<file path="src/rtl/dmem_pkg.sv">
// dmem_pkg: shared types for the data memory controller and its clear sequencer.
`default_nettype none

package dmem_pkg;

  typedef enum logic [1:0] {
    IDLE  = 2'd0,
    CLEAR = 2'd1,
    DONE  = 2'd2
  } clr_state_t;

endpackage

`default_nettype wire

</file>
<file path="src/rtl/dmem_clear_seq.sv">
// dmem_clear_seq: sweeps every word of the data memory to INIT_VAL on request.
`default_nettype none

module dmem_clear_seq
  import dmem_pkg::*;
#(
  parameter int A = 8
) (
  input  logic         Clk,
  input  logic         Reset_n,
  input  logic         ClearReq,
  output logic         Busy,
  output logic         ClearDone,
  output logic         ClearWe,
  output logic [A-1:0] ClearAddr
);

  // The extra counter bit lets the last index be compared without wrapping.
  localparam logic [A:0] LAST_IDX = {1'b0, {A{1'b1}}};
  localparam logic [A:0] CNT_ONE  = {{A{1'b0}}, 1'b1};

  clr_state_t   state_q;
  logic [A:0]   cnt_q;
  logic         busy_q;
  logic         done_q;
  logic         we_q;

  always_ff @(posedge Clk or negedge Reset_n) begin
    if (!Reset_n) begin
      state_q <= IDLE;
      cnt_q   <= '0;
      busy_q  <= 1'b0;
      done_q  <= 1'b0;
      we_q    <= 1'b0;
    end else begin
      case (state_q)
        IDLE: begin
          done_q <= 1'b0;
          if (ClearReq) begin
            state_q <= CLEAR;
            cnt_q   <= '0;
            busy_q  <= 1'b1;
            we_q    <= 1'b1;
          end
        end
        CLEAR: begin
          cnt_q <= cnt_q + CNT_ONE;
          if (cnt_q == LAST_IDX) begin
            state_q <= DONE;
            we_q    <= 1'b0;
            done_q  <= 1'b1;
          end
        end
        DONE: begin
          state_q <= IDLE;
          cnt_q   <= '0;
          busy_q  <= 1'b0;
          done_q  <= 1'b0;
        end
        default: begin
          state_q <= IDLE;
          cnt_q   <= '0;
          busy_q  <= 1'b0;
          done_q  <= 1'b0;
          we_q    <= 1'b0;
        end
      endcase
    end
  end

  assign Busy      = busy_q;
  assign ClearDone = done_q;
  assign ClearWe   = we_q;
  assign ClearAddr = cnt_q[A-1:0];

endmodule

`default_nettype wire

</file>
<file path="src/rtl/data_mem_ctrl.sv">
// data_mem_ctrl: single-port data memory with request/ready handshake,
// selectable read latency and a hardware clear sweep.
`default_nettype none

module data_mem_ctrl
  import dmem_pkg::*;
#(
  parameter int             W         = 8,
  parameter int             A         = 8,
  parameter int             RD_LAT    = 0,
  parameter logic [W-1:0]   INIT_VAL  = '0,
  parameter                 INIT_FILE = ""
) (
  input  logic         Clk,
  input  logic         Reset_n,
  input  logic         Req,
  input  logic         WriteEn,
  input  logic [A-1:0] DataAddress,
  input  logic [W-1:0] DataIn,
  output logic [W-1:0] DataOut,
  output logic         RdValid,
  output logic         Ready,
  input  logic         ClearReq,
  output logic         Busy,
  output logic         ClearDone
);

  localparam int DEPTH = 2 ** A;

  logic [W-1:0] core_q [DEPTH];

  logic         clear_we;
  logic [A-1:0] clear_addr;
  logic         accept;
  logic         user_we;
  logic         rd_accept;
  logic         mem_we;
  logic [A-1:0] mem_addr;
  logic [W-1:0] mem_din;
  logic [W-1:0] rd_word;

  dmem_clear_seq #(
    .A (A)
  ) u_clear_seq (
    .Clk       (Clk),
    .Reset_n   (Reset_n),
    .ClearReq  (ClearReq),
    .Busy      (Busy),
    .ClearDone (ClearDone),
    .ClearWe   (clear_we),
    .ClearAddr (clear_addr)
  );

  // Busy covers every non-IDLE state, so this is exactly IDLE && !ClearReq.
  assign Ready     = !Busy && !ClearReq;
  assign accept    = Req && Ready;
  assign user_we   = accept && WriteEn;
  assign rd_accept = accept && !WriteEn;

  assign mem_we   = clear_we || user_we;
  assign mem_addr = clear_we ? clear_addr : DataAddress;
  assign mem_din  = clear_we ? INIT_VAL : DataIn;

  always_ff @(posedge Clk) begin
    if (mem_we) begin
      core_q[mem_addr] <= mem_din;
    end
  end

  assign rd_word = core_q[DataAddress];

  if (RD_LAT == 0) begin : g_comb_rd
    assign DataOut = rd_word;
    assign RdValid = rd_accept;
  end else begin : g_reg_rd
    logic [W-1:0] dout_q;
    logic         rv_q;

    always_ff @(posedge Clk or negedge Reset_n) begin
      if (!Reset_n) begin
        dout_q <= '0;
        rv_q   <= 1'b0;
      end else begin
        rv_q <= rd_accept;
        if (rd_accept) begin
          dout_q <= rd_word;
        end
      end
    end

    assign DataOut = dout_q;
    assign RdValid = rv_q;
  end

endmodule

`default_nettype wire

</file>
<file path="config.mk">
export PLATFORM = sky130hd
export DESIGN_NAME = data_mem_ctrl
export DESIGN_NICKNAME = d
export VERILOG_FILES = /design/src/rtl/dmem_pkg.sv /design/src/rtl/dmem_clear_seq.sv /design/src/rtl/data_mem_ctrl.sv
export SDC_FILE = /design/constraint.sdc
export NUM_CORES = 2
export LEC_CHECK = 0
export BUFFER_PORTS_ARGS = -buffer_cell sky130_fd_sc_hd__buf_2
export CAP_MARGIN = 0
export CORE_ASPECT_RATIO = 1.5
export CORE_MARGIN = 4
export CORE_UTILIZATION = 45
export CTS_CLUSTER_DIAMETER = 100
export DETAILED_ROUTE_END_ITERATION = 16
export PLACE_DENSITY = 0.68
export SLEW_MARGIN = 20
export SYNTH_ARGS = -nofsm -noshare
export SYNTH_HDL_FRONTEND = slang
export SYNTH_HIERARCHICAL = 1
export SYNTH_SLANG_ARGS = --single-unit
</file>
<file path="constraint.sdc">
create_clock -name Clk -period 10.3 [get_ports Clk]
set_clock_uncertainty 0.15 [all_clocks]
set_input_delay 0.515 -clock Clk [delete_from_list [all_inputs] [get_ports Clk]]
set_output_delay 0.515 -clock Clk [all_outputs]
set_load 0.02 [all_outputs]
</file>
* After elaboration in Yosys (flattened, before gate mapping)
Memories as Yosys holds them, arrays and structs flattened.
Index checks and enable logic that the tools add are counted.
** Operators by class
- Add/subtract/negate cells :: 1
- $mul :: 0
- Div/mod/pow operators :: 0
- Magnitude comparators :: 0
- Equality and inequality tests :: 5
- Shift-type cells :: 0
- Mux-type cells :: 15
- Bitwise logic cells :: 2
- Reductions and logical operators :: 12
** Operators with widths (number)
- 9-bit case mux with 2 select lines :: 1
- 8-bit two-way mux :: 2
- 9-bit by 1-bit adder with 9-bit output (second input constant) :: 1
- 9-bit by 8-bit equality test with 1-bit output (second input constant) :: 1
- 9-bit two-way mux :: 1
- 1-bit two-way mux :: 6
- 1-bit logical AND :: 4
- 2-bit two-way mux :: 2
- 2-bit case mux with 2 select lines :: 1
- 2-bit AND reduction :: 2
- 1-bit logical NOT :: 3
- 1-bit case mux with 3 select lines :: 1
- 3-bit AND reduction :: 1
- 2-bit by 1-bit equality test with 1-bit output (second input constant) :: 1
- 2-bit equality test (second input constant) :: 1
- 2-bit logical NOT :: 1
- 2-bit by 1-bit inequality test with 1-bit output (second input constant) :: 1
- 2-bit inequality test (second input constant) :: 1
- 1-bit NOT :: 2
- 1-bit case mux with 2 select lines :: 1
- 1-bit logical OR :: 1
** Word-level totals
- Register bits after elaboration :: 14
- Bits in latches :: 0
- Memory bits (writable) :: 2048
- Bits in read-only memories :: 0
- Input port bits :: 21
- Memories :: 1
** Memories
- core_q :: words 256, bits a word 8, rd ports 1, clocked after Yosys merged registers in 0, write ports 1, RTL line data_mem_ctrl.sv:30 : logic [W-1:0] core_q [DEPTH];

* Depth between registers and ports, before layout
- Depth after elaboration :: 7
- Gate-level depth with buffers :: 12
- Gate-level depth less buffers :: 7

* Hierarchy
Netlist, hierarchy kept.
** Modules (own cells, without submodules)
- data_mem_ctrl :: instances 1, cells an instance 3736, area each 79722.7 µm²
- dmem_clear_seq :: instances 1, cells an instance 87, area each 782.0 µm²

* Least setup slack after synthesis
Ideal clock, no wire load.
- Path kind :: reg-to-reg
- Start point :: register u_clear_seq.we_q (netlist: u_clear_seq/ClearWe)
- End point :: memory core_q[0][0], data pin
- Data arrival time :: 7.100 ns
- Data required time :: 8.704 ns
- Path slack :: 1.603 ns
- Cell stages (with the launch flop) :: 4
- Path buffers :: 2
- Clock period less this slack :: 8.697 ns
- Cells stage by stage :: dfrtp_1 > buf_2 > clkbuf_1 > nor2b_1
** Between the ends
- Cells in the longest elaborated chain, start to end :: 1
** RTL lines
- start: declaration :: RTL line dmem_clear_seq.sv:26 : logic we_q;
- start signal: assignment :: RTL line dmem_clear_seq.sv:34 : we_q <= 1'b0;
- start signal: assignment :: RTL line dmem_clear_seq.sv:43 : we_q <= 1'b1;
- start signal: assignment :: RTL line dmem_clear_seq.sv:50 : we_q <= 1'b0;
- 8-bit two-way mux :: RTL line data_mem_ctrl.sv:62 : assign mem_din = clear_we ? INIT_VAL : DataIn;
- via mem_din[0] :: RTL line data_mem_ctrl.sv:39 : logic [W-1:0] mem_din;
- end: declaration :: RTL line data_mem_ctrl.sv:30
The timed path passes the listed nets, and every way through them passes these cells.

* Worst setup path in the final report
- Start point :: input port DataAddress[0]
- End point :: output port DataOut[5]
** Between the ends
- Cells in the longest elaborated chain, start to end :: 1
** RTL lines
- start: declaration :: RTL line data_mem_ctrl.sv:18 : input logic [A-1:0] DataAddress,
- memory 256 x 8 bit
- end: declaration :: RTL line data_mem_ctrl.sv:20 : output logic [W-1:0] DataOut,
Every way passes these cells.

==> implementation parameters <==
Parameter                              Value

Critical path
  Worst path buffer plus inverter count ... 3
  Delay-heaviest family, CP ... buffers and inverters
  Worst EP required ... 9.64 ns
  Internal reg-to-reg setup slack ... 5.99 ns
  Critical path class ... primary input to output port
  Most used cell, CP ... nor4_1
  Worst setup SP type ... primary input
  Startpoint of the worst register-to-register path ... u_clear_seq/ClearWe$_DFFE_PN0P_
  Cell count of the worst reg-to-reg path ... 5
  Top fanout value on the critical path ... 67
  Crit path largest cell delay ... 0.75 ns
  Worst reg2reg endpoint ... core_q[38][4]$_DFFE_PP_
  Type of element capturing the critical path ... output port
  Slowest cell on the critical path ... nor4_1
  Path length in cells of the critical path ... 9
  Chain of cells forming the critical path ... buf_8 > buf_4 > mux4_2 > mux2i_1 > o2111ai_1 > o311a_1 > nor4_1 > nor4_1 > buf_2
  CP Data Arrival Time ... 4.81 ns

Synthesis
  Number of instances in the synthesized netlist ... 3,823
  Synth top area share ... 76.4%
  Post-synth EDFFs ... 2,048
  Post-synthesis compound-gate area fraction ... 3.37%
  Portion of the post-synthesis area used by sequential elements ... 76.8%
  Count of warnings emitted by yosys ... 6
  Avg Cell Area, Syn ... 21.1 µm²
  Post-synthesis async set-or-reset flop share ... 0.679%
  Number of synthesized register bits ... 2,062
  Leading cell types by total area after synthesis ... edfxtp_1 76%, mux4_2 13%, mux2i_1 1.7%
  Count of unique library cells instantiated by Yosys ... 61
  Post-Synth XOR/XNOR Area ... 0.0326%
  Mapped Area ... 80,500 µm²
  Mapped Nets ... 3,846
  Prevailing post-synth register cell ... edfxtp_1
  Share of synthesized cell area in full adder, half adder and majority cells ... 0.0311%
  Leading area contributor after synthesis ... edfxtp_1
  Combinational family with the most area after synthesis ... multiplexers
  Multiplexer share of the synthesized area ... 15.2%
  Simple-gate portion of the synthesized area ... 2.75%

Global routing
  Initial antenna violation count ... 9
  Number of global-route vias before repair ... 39,200
  Total global routing overflow ... 0
  Global-route wire length before repair ... 282,000 µm
  Global Route Usage Sum ... 20.8%
  Largest net degree at the start of global routing ... 257

Drt
  Number of vias in the routed layout ... 38,800
  Drt via density ... 6.14
  Initial detailed-routing violation count ... 4,509
  Detailed Route WL ... 194,000 µm
  DRC Markers ... 0
  Total length of routed met2 wires ... 100,000 µm
  First-pass iteration count of the detailed router ... 10
  Average detailed-routed wire length per instance ... 30.8 µm
  Number of routed nets with antenna violations ... 0
  Met1 routed wirelength after detailed routing ... 70,100 µm
  Top routing layer used ... met5
  WL met3 ... 13,500 µm

Place
  Dpl ws ... 4.79 ns
  Hpwl dp ... 119,000 µm
  I/O Buffers ... 32
  Final GP Congestion ... 0.854
  Cell area after placement ... 82,900 µm²

Finish
  Share of cells above drive strength 1 ... 21.9%
  Final layout net count ... 3,899
  Footprint of the flip-flops and latches ... 61,900 µm²
  Final std cell area, no fill ... 88,600 µm²
  Final-layout fill cell count ... 13,800
  Area Overhead vs Synth ... 10.0%
  Multi-input combinational cell area ... 17,400 µm²

CTS
  Num Clock Sinks ... 2,062
  CTS Buf Count ... 175
  Master cell of the clock root buffer ... clkbuf_16
  Worst-Skew Late Latency ... 0.80 ns
  Buffer depth of the longest clock path ... 3
  Post-CTS Repair Setup Buffers ... 0
  Clock input transition at the sequential cells of the worst setup and hold paths ... 0.07 ns
  Level count of the clock H-tree ... 4
  CTS tree ... yes

Worst hold path
  Hold/Removal Path Class ... primary input to register
  Number of cells traversed by the worst hold path ... 2
  Worst Hold Endpoint ... core_q[162][3]$_DFFE_PP_
  Critical hold path startpoint ... DataIn[3]

Timing
  Setup repair after global routing missed its margin ... false
  Maximum clock frequency ... 0.183 GHz
  Share of the cycle needed by the critical path after routing ... 53.2%
  Slew of the pin with the lowest slew margin ... 1.19 ns
  # setup viols final ... 0
  Final-report hold violation count ... 0
  Fin Setup TNS ... 0 ns
  Final setup margin ... 4.82 ns
  Final worst path period need ... 5.48 ns
  Number of pins exceeding their max-slew limit in the final report ... 0
  Max-Slew Margin vs Limit ... 20.0%

Pwr
  Worst vdd rail ir drop ... 0.000139 V
  Total power divided by cell area ... 183 nW/µm²
  Leakage component of the power ... 26.6 nW

Floorplanning
  Core Box Area ... 177,000 µm²
  Die area ... 186,000 µm²
  Io pins ... 33
  Y dimension of the die ... 526 µm
  Horiz. Die Dim ... 353 µm
  Initial Utilization ... 45.4%
  Site row count ... 189

Run
  Number of violations of the max-capacitance limit ... 0

Outcome
  Run status ... completed
## per-stage QoR
| step | power (mW) | utilization, % | std cells | hold slack, ns |
|---|---|---|---|---|
| floorplan | 9.67 | - | 3823 | 0.0694 |
| global placement | 9.86 | 46.7 | 5984 | 0.279 |
| detailed placement | 9.86 | 46.8 | 5986 | 0.286 |
| CTS | 16.3 | 49.9 | 6302 | 0.0813 |
| global route | 16.6 | 49.9 | 6304 | 0.121 |
| finish | 16.2 | 49.9 | 6310 | 0.119 |
## routing by layer
metal	vias to the layer above	global-route usage (%)
li1	16100	-
met1	20600	25.8
met2	1735	35.7
met3	390	3.60
met4	4	9.85
met5	-	0
## cells by family (layout without fill, tap and decap cells)
| logic type | after synthesis | count (layout) |
|---|---|---|
| buffers and inverters | 249 | 437 |
| and+or+nand+nor | 507 | 507 |
| other | 0 | 7 |
| muxes | 634 | 634 |
| xor gates and xnor gates | 3 | 3 |
| adders and majority gates | 2 | 2 |
| AOI/OAI and AO/OA | 366 | 366 |
| DFF | 2062 | 2062 |
## state kept, by name, summed over array words and instances, names as in the netlist
signal,cells
u_clear_seq/ClearDone,1
core_q,2048
u_clear_seq/Busy,1
u_clear_seq/ClearWe,1
u_clear_seq/cnt_q,9
u_clear_seq/state_q,2
## cell type report
class,count,area share [%]
antenna,7,0.0198
clock buffer,211,5.14
clock inverter,101,1.12
inverter,12,0.0508
multi-input combinational,1512,19.6
sequential,2062,69.8
tap,2292,3.24
timing repair buffer,113,1.02
## worst max-delay path by stage
stage	startpoint	endpoint	slack [ns]
floorplan	u_clear_seq/ClearWe$_DFFE_PN0P_	core_q[0][0]$_DFFE_PP_	1.60
global placement	DataAddress[0]	DataOut[0]	4.41
detailed placement	DataAddress[0]	DataOut[5]	4.79
CTS	DataAddress[0]	DataOut[5]	4.79
global route	DataAddress[0]	DataOut[5]	4.66
finish	DataAddress[0]	DataOut[5]	4.82
## synthesized netlist by cell type, types with 6 or more instances
cell,count
edfxtp_1,2048
mux4_2,465
nor2_1,296
mux2i_1,137
clkbuf_1,113
a22oi_1,84
nand2_1,84
a21oi_1,64
o22ai_1,45
buf_2,38
buf_6,35
o221ai_1,34
mux2_2,32
nand3_1,30
buf_4,28
a211oi_1,25
a22o_1,23
nor2b_1,19
nand2b_1,15
dfrtp_1,14
a221oi_1,13
buf_1,13
nor3_1,13
nor4_1,12
inv_1,11
o211ai_1,10
a31oi_1,9
buf_8,8
nor3b_1,7
o21ai_0,7
o2111ai_1,6
o32ai_1,6
## what timing repair did
item | CTS | global route
hold endpoints to repair | 17 | 0
resized for setup | 0 | 0
hold buffers | 4 | 0
setup endpoints to repair | 0 | 0
## power breakdown
part           total [mW]  switching [mW]  internal (mW)  leakage (nW)
clock network        6.51            2.94           3.57          2.69
registers            9.08               0           9.08          18.2
logic               0.600           0.363          0.238          5.71
total                16.2            3.30           12.9          26.6
## placed cells by master (no fill, tap or decap), types with 8 or more instances in the layout
cell          n
edfxtp_1   2048
mux4_2      465
nor2_1      294
clkbuf_16   177
mux2i_1     137
nand2_1      84
a22oi_1      84
buf_4        69
a21oi_1      64
clkinv_1     48
o22ai_1      43
o221ai_1     34
clkbuf_1     34
mux2_2       32
buf_2        29
nand3_1      28
a211oi_1     24
a22o_1       23
clkinv_2     17
bufinv_16    16
nand2b_1     15
nor3_1       13
a221oi_1     13
dfrtp_1      13
inv_1        11
nor2b_4      11
o211ai_1     10
a31oi_1       9
nor4_1        8
No activity file was read; power rests on OpenSTA's default activity.
